## src/rtl/mem_pkg.sv

```systemverilog
// ============================================================================
// Module : mem_pkg
// Brief  : Shared access-size encodings, FSM state codes and alignment helper
//          for the data memory interface.
// Rev    : 1.0  initial release
// ============================================================================
`default_nettype none

package mem_pkg;

    localparam logic [1:0] SZ_WORD     = 2'b00;
    localparam logic [1:0] SZ_HALF     = 2'b01;
    localparam logic [1:0] SZ_BYTE     = 2'b10;
    localparam logic [1:0] SZ_WORD_ALT = 2'b11;

    typedef logic [1:0] state_t;

    localparam state_t ST_IDLE   = 2'd0;
    localparam state_t ST_ACCESS = 2'd1;
    localparam state_t ST_DONE   = 2'd2;

    // Bytes are always aligned; halves need an even address; words (either code) need a multiple of 4.
    function automatic logic is_misaligned(input logic [1:0] sz, input logic [1:0] lo);
        case (sz)
            SZ_HALF: return lo[0];
            SZ_BYTE: return 1'b0;
            default: return (lo != 2'b00);
        endcase
    endfunction

endpackage

`default_nettype wire

```

## src/rtl/byte_lane_steer.sv

```systemverilog
// ============================================================================
// Module : byte_lane_steer
// Brief  : Little-endian byte-enable and store-data lane replication.
// Rev    : 1.0  initial release
// ============================================================================
`default_nettype none

module byte_lane_steer
    import mem_pkg::*;
(
    input  logic [1:0]  i_storecontrol,
    input  logic [1:0]  i_addr_lo,
    input  logic [31:0] i_wdata,
    output logic [3:0]  o_byteenable,
    output logic [31:0] o_writedata
);

    always_comb begin
        o_byteenable = 4'b1111;
        o_writedata  = i_wdata;
        case (i_storecontrol)
            SZ_HALF: begin
                o_byteenable = 4'b0011 << i_addr_lo;
                o_writedata  = {2{i_wdata[15:0]}};
            end
            SZ_BYTE: begin
                o_byteenable = 4'b0001 << i_addr_lo;
                o_writedata  = {4{i_wdata[7:0]}};
            end
            default: begin
                o_byteenable = 4'b1111;
                o_writedata  = i_wdata;
            end
        endcase
    end

endmodule

`default_nettype wire

```

## src/rtl/data_mem_interface.sv

```systemverilog
// ============================================================================
// Module : data_mem_interface
// Brief  : Datapath load/store port to word-addressed waitrequest bus bridge
//          with stall generation, load-data latch and access timeout.
// Rev    : 1.0  initial release
// ============================================================================
`default_nettype none

module data_mem_interface
    import mem_pkg::*;
#(
    parameter int TIMEOUT_CYCLES = 16
) (
    input  logic        clk,
    input  logic        reset,
    input  logic        req_read,
    input  logic        req_write,
    input  logic [1:0]  storecontrol,
    input  logic [31:0] addr,
    input  logic [31:0] wdata,
    output logic [31:0] rdata_out,
    output logic        stall,
    output logic        misalign,
    output logic        bus_error,
    output logic [31:0] avm_address,
    output logic        avm_read,
    output logic        avm_write,
    output logic [3:0]  avm_byteenable,
    output logic [31:0] avm_writedata,
    input  logic [31:0] avm_readdata,
    input  logic        avm_waitrequest
);

    localparam int             CNT_W     = (TIMEOUT_CYCLES < 2) ? 1 : $clog2(TIMEOUT_CYCLES + 1);
    localparam logic [CNT_W-1:0] c_TIMEOUT = CNT_W'(TIMEOUT_CYCLES);

    state_t             r_state;
    logic [CNT_W-1:0]   r_cnt;
    logic [31:0]        r_rdata;
    logic               r_err;
    logic [31:0]        r_addr;
    logic               r_rd;
    logic               r_wr;
    logic [3:0]         r_be;
    logic [31:0]        r_wd;

    logic               w_req;
    logic               w_misalign;
    logic               w_launch;
    logic [3:0]         w_be;
    logic [31:0]        w_wd;
    logic [CNT_W-1:0]   w_cnt_inc;
    logic               w_timeout;

    byte_lane_steer u_steer (
        .i_storecontrol (storecontrol),
        .i_addr_lo      (addr[1:0]),
        .i_wdata        (wdata),
        .o_byteenable   (w_be),
        .o_writedata    (w_wd)
    );

    assign w_req      = req_read | req_write;
    assign w_misalign = w_req & is_misaligned(storecontrol, addr[1:0]);
    assign w_launch   = (r_state == ST_IDLE) & w_req & ~w_misalign;

    // Counter saturates so a disabled timeout can sit in ACCESS forever without wrapping.
    assign w_cnt_inc  = (r_cnt == {CNT_W{1'b1}}) ? r_cnt : r_cnt + CNT_W'(1);
    assign w_timeout  = (TIMEOUT_CYCLES != 0) && avm_waitrequest && (w_cnt_inc == c_TIMEOUT);

    // Gated by reset so the datapath is released while the bridge is held in reset.
    assign stall          = reset & (w_launch | (r_state == ST_ACCESS));
    assign misalign       = w_misalign;
    assign rdata_out      = r_rdata;
    assign bus_error      = r_err;
    assign avm_address    = r_addr;
    assign avm_read       = r_rd;
    assign avm_write      = r_wr;
    assign avm_byteenable = r_be;
    assign avm_writedata  = r_wd;

    always_ff @(posedge clk or negedge reset) begin
        if (!reset) begin
            r_state <= ST_IDLE;
            r_cnt   <= '0;
            r_rdata <= '0;
            r_err   <= 1'b0;
            r_addr  <= '0;
            r_rd    <= 1'b0;
            r_wr    <= 1'b0;
            r_be    <= '0;
            r_wd    <= '0;
        end else begin
            case (r_state)
                ST_IDLE: begin
                    if (w_launch) begin
                        r_addr  <= {addr[31:2], 2'b00};
                        r_wr    <= req_write;
                        r_rd    <= ~req_write;
                        r_be    <= req_write ? w_be : 4'b1111;
                        if (req_write) begin
                            r_wd <= w_wd;
                        end
                        r_cnt   <= '0;
                        r_state <= ST_ACCESS;
                    end
                end
                ST_ACCESS: begin
                    if (!avm_waitrequest) begin
                        if (r_rd) begin
                            r_rdata <= avm_readdata;
                        end
                        r_rd    <= 1'b0;
                        r_wr    <= 1'b0;
                        r_state <= ST_DONE;
                    end else if (w_timeout) begin
                        r_cnt   <= w_cnt_inc;
                        r_rd    <= 1'b0;
                        r_wr    <= 1'b0;
                        r_err   <= 1'b1;
                        r_rdata <= '0;
                        r_state <= ST_DONE;
                    end else begin
                        r_cnt   <= w_cnt_inc;
                    end
                end
                ST_DONE: begin
                    r_state <= ST_IDLE;
                end
                default: begin
                    r_state <= ST_IDLE;
                end
            endcase
        end
    end

endmodule

`default_nettype wire

```

## config.mk

```make
export PLATFORM = sky130hd
export DESIGN_NAME = data_mem_interface
export DESIGN_NICKNAME = d
export VERILOG_FILES = /design/src/rtl/mem_pkg.sv /design/src/rtl/byte_lane_steer.sv /design/src/rtl/data_mem_interface.sv
export SDC_FILE = /design/constraint.sdc
export NUM_CORES = 1
export LEC_CHECK = 0
export BUFFER_PORTS_ARGS = -buffer_cell sky130_fd_sc_hd__buf_2
export CORE_AREA = 2 2 89 126
export CTS_CLUSTER_DIAMETER = 120
export CTS_CLUSTER_SIZE = 28
export DETAILED_ROUTE_END_ITERATION = 10
export DIE_AREA = 0 0 91 128
export PLACE_DENSITY_LB_ADDON = 0.08
export SETUP_SLACK_MARGIN = 0.2
export SLEW_MARGIN = 5
export SYNTH_ARGS = -nofsm -noshare
export SYNTH_HDL_FRONTEND = slang
export SYNTH_SLANG_ARGS = --single-unit
```

## constraint.sdc

```tcl
create_clock -name clk -period 3.98 [get_ports clk]
set_input_delay 0.398 -clock clk [delete_from_list [all_inputs] [get_ports clk]]
set_output_delay 0.398 -clock clk [all_outputs]
set_load 0.02 [all_outputs]
```

; Word level (Yosys, flattened, before mapping)
; Cells that the tools add are included.
[totals]
word_cells = 62
output_inout_bits = 105
reg_bits = 108
in_bits = 103
[classes]
bitwise = 8
mux = 21
n_reduce_logical = 12
n_shift = 2
n_eq_ne = 9
add_sub_neg = 1
[ops]
columns = cell, n
row1 = $mux W32, 3
row2 = $pmux W32 S2, 1
row3 = $mux W5, 3
row4 = $reduce_and A3 Y1, 5
row5 = $eq A5 B5 Y1 const B, 2
row6 = $pmux W5 S2, 1
row7 = $pmux W4 S2, 1
row8 = $mux W2, 3
row9 = $pmux W1 S2, 3
row10 = $reduce_bool A2 Y1, 3
row11 = $add A5 B1 Y5 const B, 1
row12 = $and A1 B1 Y1, 4
row13 = $eq A2 B1 Y1 const B, 2
row14 = $mux W1, 4
row15 = $mux W4, 1
row16 = $ne A2 B2 Y1 const B, 2
row17 = $pmux W2 S2, 1
row18 = $reduce_and A2 Y1, 2
row19 = $shl A1 B2 Y4 const A, 1
row20 = $shl A2 B2 Y4 const A, 1
row21 = $ne A3 B3 Y1 const B, 1
row22 = $eq A2 B2 Y1 const B, 1
row23 = $logic_not A2 Y1, 1
row24 = $ne A2 B1 Y1 const B, 1
row25 = other kinds (3), 5

; Depth between registers and ports, before layout
[depth]
ltp_word = 7
depth_mapped = 8
depth_no_buf = 6

; Modules after synthesis
; From an unflattened synthesis, not the netlist that was laid out.
[hier_totals]
cells_unflattened = 500
hier_area_um2 = 4862.2
[modules_own_cells]
columns = module, seq_area_each_um2, instances, cells_each, area_per_inst_um2
row1 = data_mem_interface, 2702.6, 1, 412, 4341.7
row2 = byte_lane_steer, 0.0, 1, 88, 520.5

; Worst setup path after synthesis
; No wires, ideal clock.
[synth_path]
path_type = input to output
start = input storecontrol[0]
end = output stall
path_stages = 7
n_path_buf = 2
required_time_ns = 3.582
t_arrival_ns = 1.919
slack_ns = 1.663
path_cell_list = inv_1 > ha_1 > o21ai_1 > nand4b_1 > buf_2 > buf_2 > a21boi_0
[synth_between]
elab_chain_cells = 7
elab_cells_between_ends = 8
classes_between = eq/ne (2) / mux (1) / bitwise (5)
[synth_lines]
columns = item, line
row1 = "start, declared", data_mem_interface.sv:18  ; input logic [1:0] storecontrol,
row2 = $eq A2 B2 Y1 or $eq A2 B1 Y1 (tied branches), mem_pkg.sv:24  ; case (sz)
row3 = $pmux W1 S2 *, mem_pkg.sv:24
row4 = $and A1 B1 Y1 *, data_mem_interface.sv:64  ; assign w_misalign = w_req & is_misaligned(storecontrol, addr[1:0]);
row5 = $not A1 Y1 *, data_mem_interface.sv:65  ; assign w_launch = (r_state == ST_IDLE) & w_req & ~w_misalign;
row6 = $and A1 B1 Y1 *, data_mem_interface.sv:65
row7 = $or A1 B1 Y1 *, data_mem_interface.sv:72  ; assign stall = reset & (w_launch | (r_state == ST_ACCESS));
row8 = $and A1 B1 Y1 *, data_mem_interface.sv:72
row9 = "end, declared", data_mem_interface.sv:22  ; output logic stall,
; Mark *: on every way between the ends. The rest lies on a longest branch, timed or not.

; Final worst setup path
; Ends and elaborated chain as after synthesis.

==> flow_summary_export.csv <==
group,metric,value,unit
status,status,"finished clean",
timing,fin_crit,2.70,ns
worst_hold_path,min_path_type,"in -> reg",
global_route,grt_pass1_wl,18.3,mm
logic_synthesis,yosysTopAreaCell,"dfrtp_1",
flow_run,cap_viol_max_count,0,
logic_synthesis,netlist_area,4660,µm²
logic_synthesis,ys_seq_area_frac,0.580,
clocking,hold_buffers,1,
routing,vias_per_cell,5.01,
timing,worst_slew_pin_slew,1.05,ns
critical_path,setup.worst_path.start,"storecontrol[0]",
logic_synthesis,yosysTopAreaCellShare,0.580,
power,p_leak,3.02,nW
clocking,post_cts_resize_count,0,
critical_path,endpoint_kind,"primary output",
logic_synthesis,avgSynthCellArea,10.7,µm²
timing,rsz0062_at_grt,"no",
global_route,gr-usage-all-layers,0.197,
floorplan,start_util,0.440,
timing,relSlewSlack,0.303,
clocking,cts.reportedPaths.clkPinSlew,0.07,ns
routing,avgRoutedWirePerCell,15.1,µm
routing,wirelength,11.7,mm
logic_synthesis,synthTopCellsByArea,"dfrtp_1 58%, mux2_2 9.2%, nand2_1 7.5%",
global_route,antenna_found_initial,0,
floorplan,die_h,128,µm
placed_design,dpl.hpwl,8.60,mm
worst_hold_path,min_from,"avm_readdata[28]",
clocking,clkSinkCount,108,
critical_path,cp.required,3.58,ns
floorplan,coreArea,10600,µm²
timing,setup_slack,1.28,ns
global_route,grt_pass1_vias,3677,
logic_synthesis,synth-edff-count,0,
critical_path,cp_max_fo,38,
placed_design,io_buffers,205,
global_route,gr-total-overflow,0,
routing,drtAntennaViolNets,0,
routing,dr_total_vias,3881,
critical_path,start_kind,"input port",
logic_synthesis,ys_ff_latch,108,
final_layout,fill_cells,997,
clocking,numCtsBuffers,9,
timing,clock_skew,0.00577,ns
placed_design,place_congestion,0.752,
floorplan,die-area,11600,µm²
global_route,grt_start_max_net_pins,83,
timing,setup_viol,0,
clocking,post_cts_buffers,0,
logic_synthesis,synth.most_common_cell,"dfrtp_1",
final_layout,drive_above_1_share,0.442,
power,peakVddDrop,0.402,mV
routing,first_iter_violations,175,
routing,first_pass_iters,4,
floorplan,chipWidth,91,µm
critical_path,path_class,"in -> out",
floorplan,num_rows,45,
timing,tns,0,ns
critical_path,r2r_start,"r_cnt[0]",
logic_synthesis,syn_inst,435,
timing,fmax,371,MHz
timing,drv_slew,0,
logic_synthesis,ys_warn_count,0,
placed_design,pre_cts_slack,1.24,ns
logic_synthesis,ys_top_cells_by_count,"108 x dfrtp_1, 93 x nand2_1, 49 x o21ai_0",
critical_path,worstPathArrival,2.30,ns
final_layout,diodes,0,
logic_synthesis,synth_top_flop_cell,"dfrtp_1",
clocking,cts_tree,"done",
final_layout,synthToLayoutAreaGrowth,30.0,%
clocking,clk_path_buf_depth,2,
power,p_per_area,783,nW/µm²
floorplan,io_pins,208,
routing,drc_errors,0,
timing,hold_viol_final,0,
timing,finalCritPeriodShare,0.677,
logic_synthesis,async_flop_share,1.00,
clocking,clk_latency,0.34,ns
clocking,cts-root-buf,"clkbuf_16",
logic_synthesis,synth.distinct_cells,40,
final_layout,final_nets,734,
clocking,h-tree-depth,3,
-- registers in the layout, summed over array words and instances (netlist names) --
register,flops
avm_writedata,32
rdata_out,32
r_cnt,5
avm_read,1
avm_byteenable,4
r_state,2
bus_error,1
avm_write,1
avm_address,30
-- cell families after synthesis --
kind of cell / count (synthesis) / share of synthesized area
flip-flops: 108 / 0.580
AO/OA/AOI/OAI: 112 / 0.156
adder cells (fa/ha/maj): 3 / 0.00806
buffers and inverters: 38 / 0.0387
other: 1 / 0.000805
multiplexers: 40 / 0.0973
AND/OR/NAND/NOR: 133 / 0.119
-- power by group --
group / leakage, nW / internal [mW] / switching, mW / total (mW)
sequential: 1.33 / 1.60 / 0.252 / 1.85
clock: 0.136 / 0.460 / 0.385 / 0.845
combinational: 1.56 / 0.766 / 1.28 / 2.04
total: 3.02 / 2.83 / 1.91 / 4.74
-- metrics by stage --
stage	area [µm²]	power, mW	utilization	hold WS, ns	instances
after floorplan	4660	3.18	-	0.102	436
after global placement	5760	3.90	0.544	0.340	757
after detailed placement	5760	3.94	0.544	0.342	757
after CTS	6050	4.80	0.572	0.244	774
after global routing	6050	5.04	0.572	0.253	774
final	6050	4.74	0.572	0.256	774
-- area by class of cell --
type	count	area, µm²	area share
clock inverters	3	21.3	0.00351
well taps	141	176	0.0291
clock buffers	13	260	0.0430
multi-input cells	290	1780	0.295
flip-flops and latches	108	2700	0.446
inverters	7	26.3	0.00434
repair buffers	212	1080	0.179
-- worst max-delay path, cell delays in order --
cell	delay [ns]
buf_2	0.09
inv_1	0.04
ha_1	0.26
buf_4	0.31
o21ai_1	0.20
nand4b_1	0.16
buf_4	0.41
a21boi_0	0.21
buf_2	0.21
-- cell usage in the layout, fill, tap and decap left out, drive strengths merged, types with 2 or more instances in the layout --
cell | Yosys | routed
a211oi | 2 | 2
nor2b | 3 | 3
clkinv | 0 | 2
mux2 | 39 | 39
nand2b | 3 | 3
nor3 | 2 | 2
conb | 1 | 2
nand4b | 2 | 2
inv | 7 | 7
nand3 | 6 | 6
a22oi | 26 | 26
o21ai | 60 | 60
ha | 3 | 3
a21boi | 2 | 2
or2 | 2 | 2
o32a | 3 | 3
a21oi | 13 | 13
nand2 | 93 | 93
nor2 | 17 | 17
dfrtp | 108 | 108
clkbuf | 19 | 13
buf | 12 | 211
-- final timing paths --
check	cells after the start	slack, ns	to
setup / recovery	9	1.28	stall
hold / removal	3	0.26	rdata_out[28]
setup reg to reg	6	1.31	rdata_out[5]
hold reg to reg	2	0.47	avm_writedata[26]
max in group asynchronous	3	2.10	r_cnt[3]
min in group asynchronous	2	0.52	rdata_out[15]
-- layer usage --
metal	global-route usage	wire length, µm	up-vias
met4	0.0731	151	0
met2	0.339	6030	151
li1	-	-	1891
met1	0.237	4670	1830
met5	0	0	-
met3	0.0506	826	9
No activity file was read; power rests on OpenSTA's default activity.
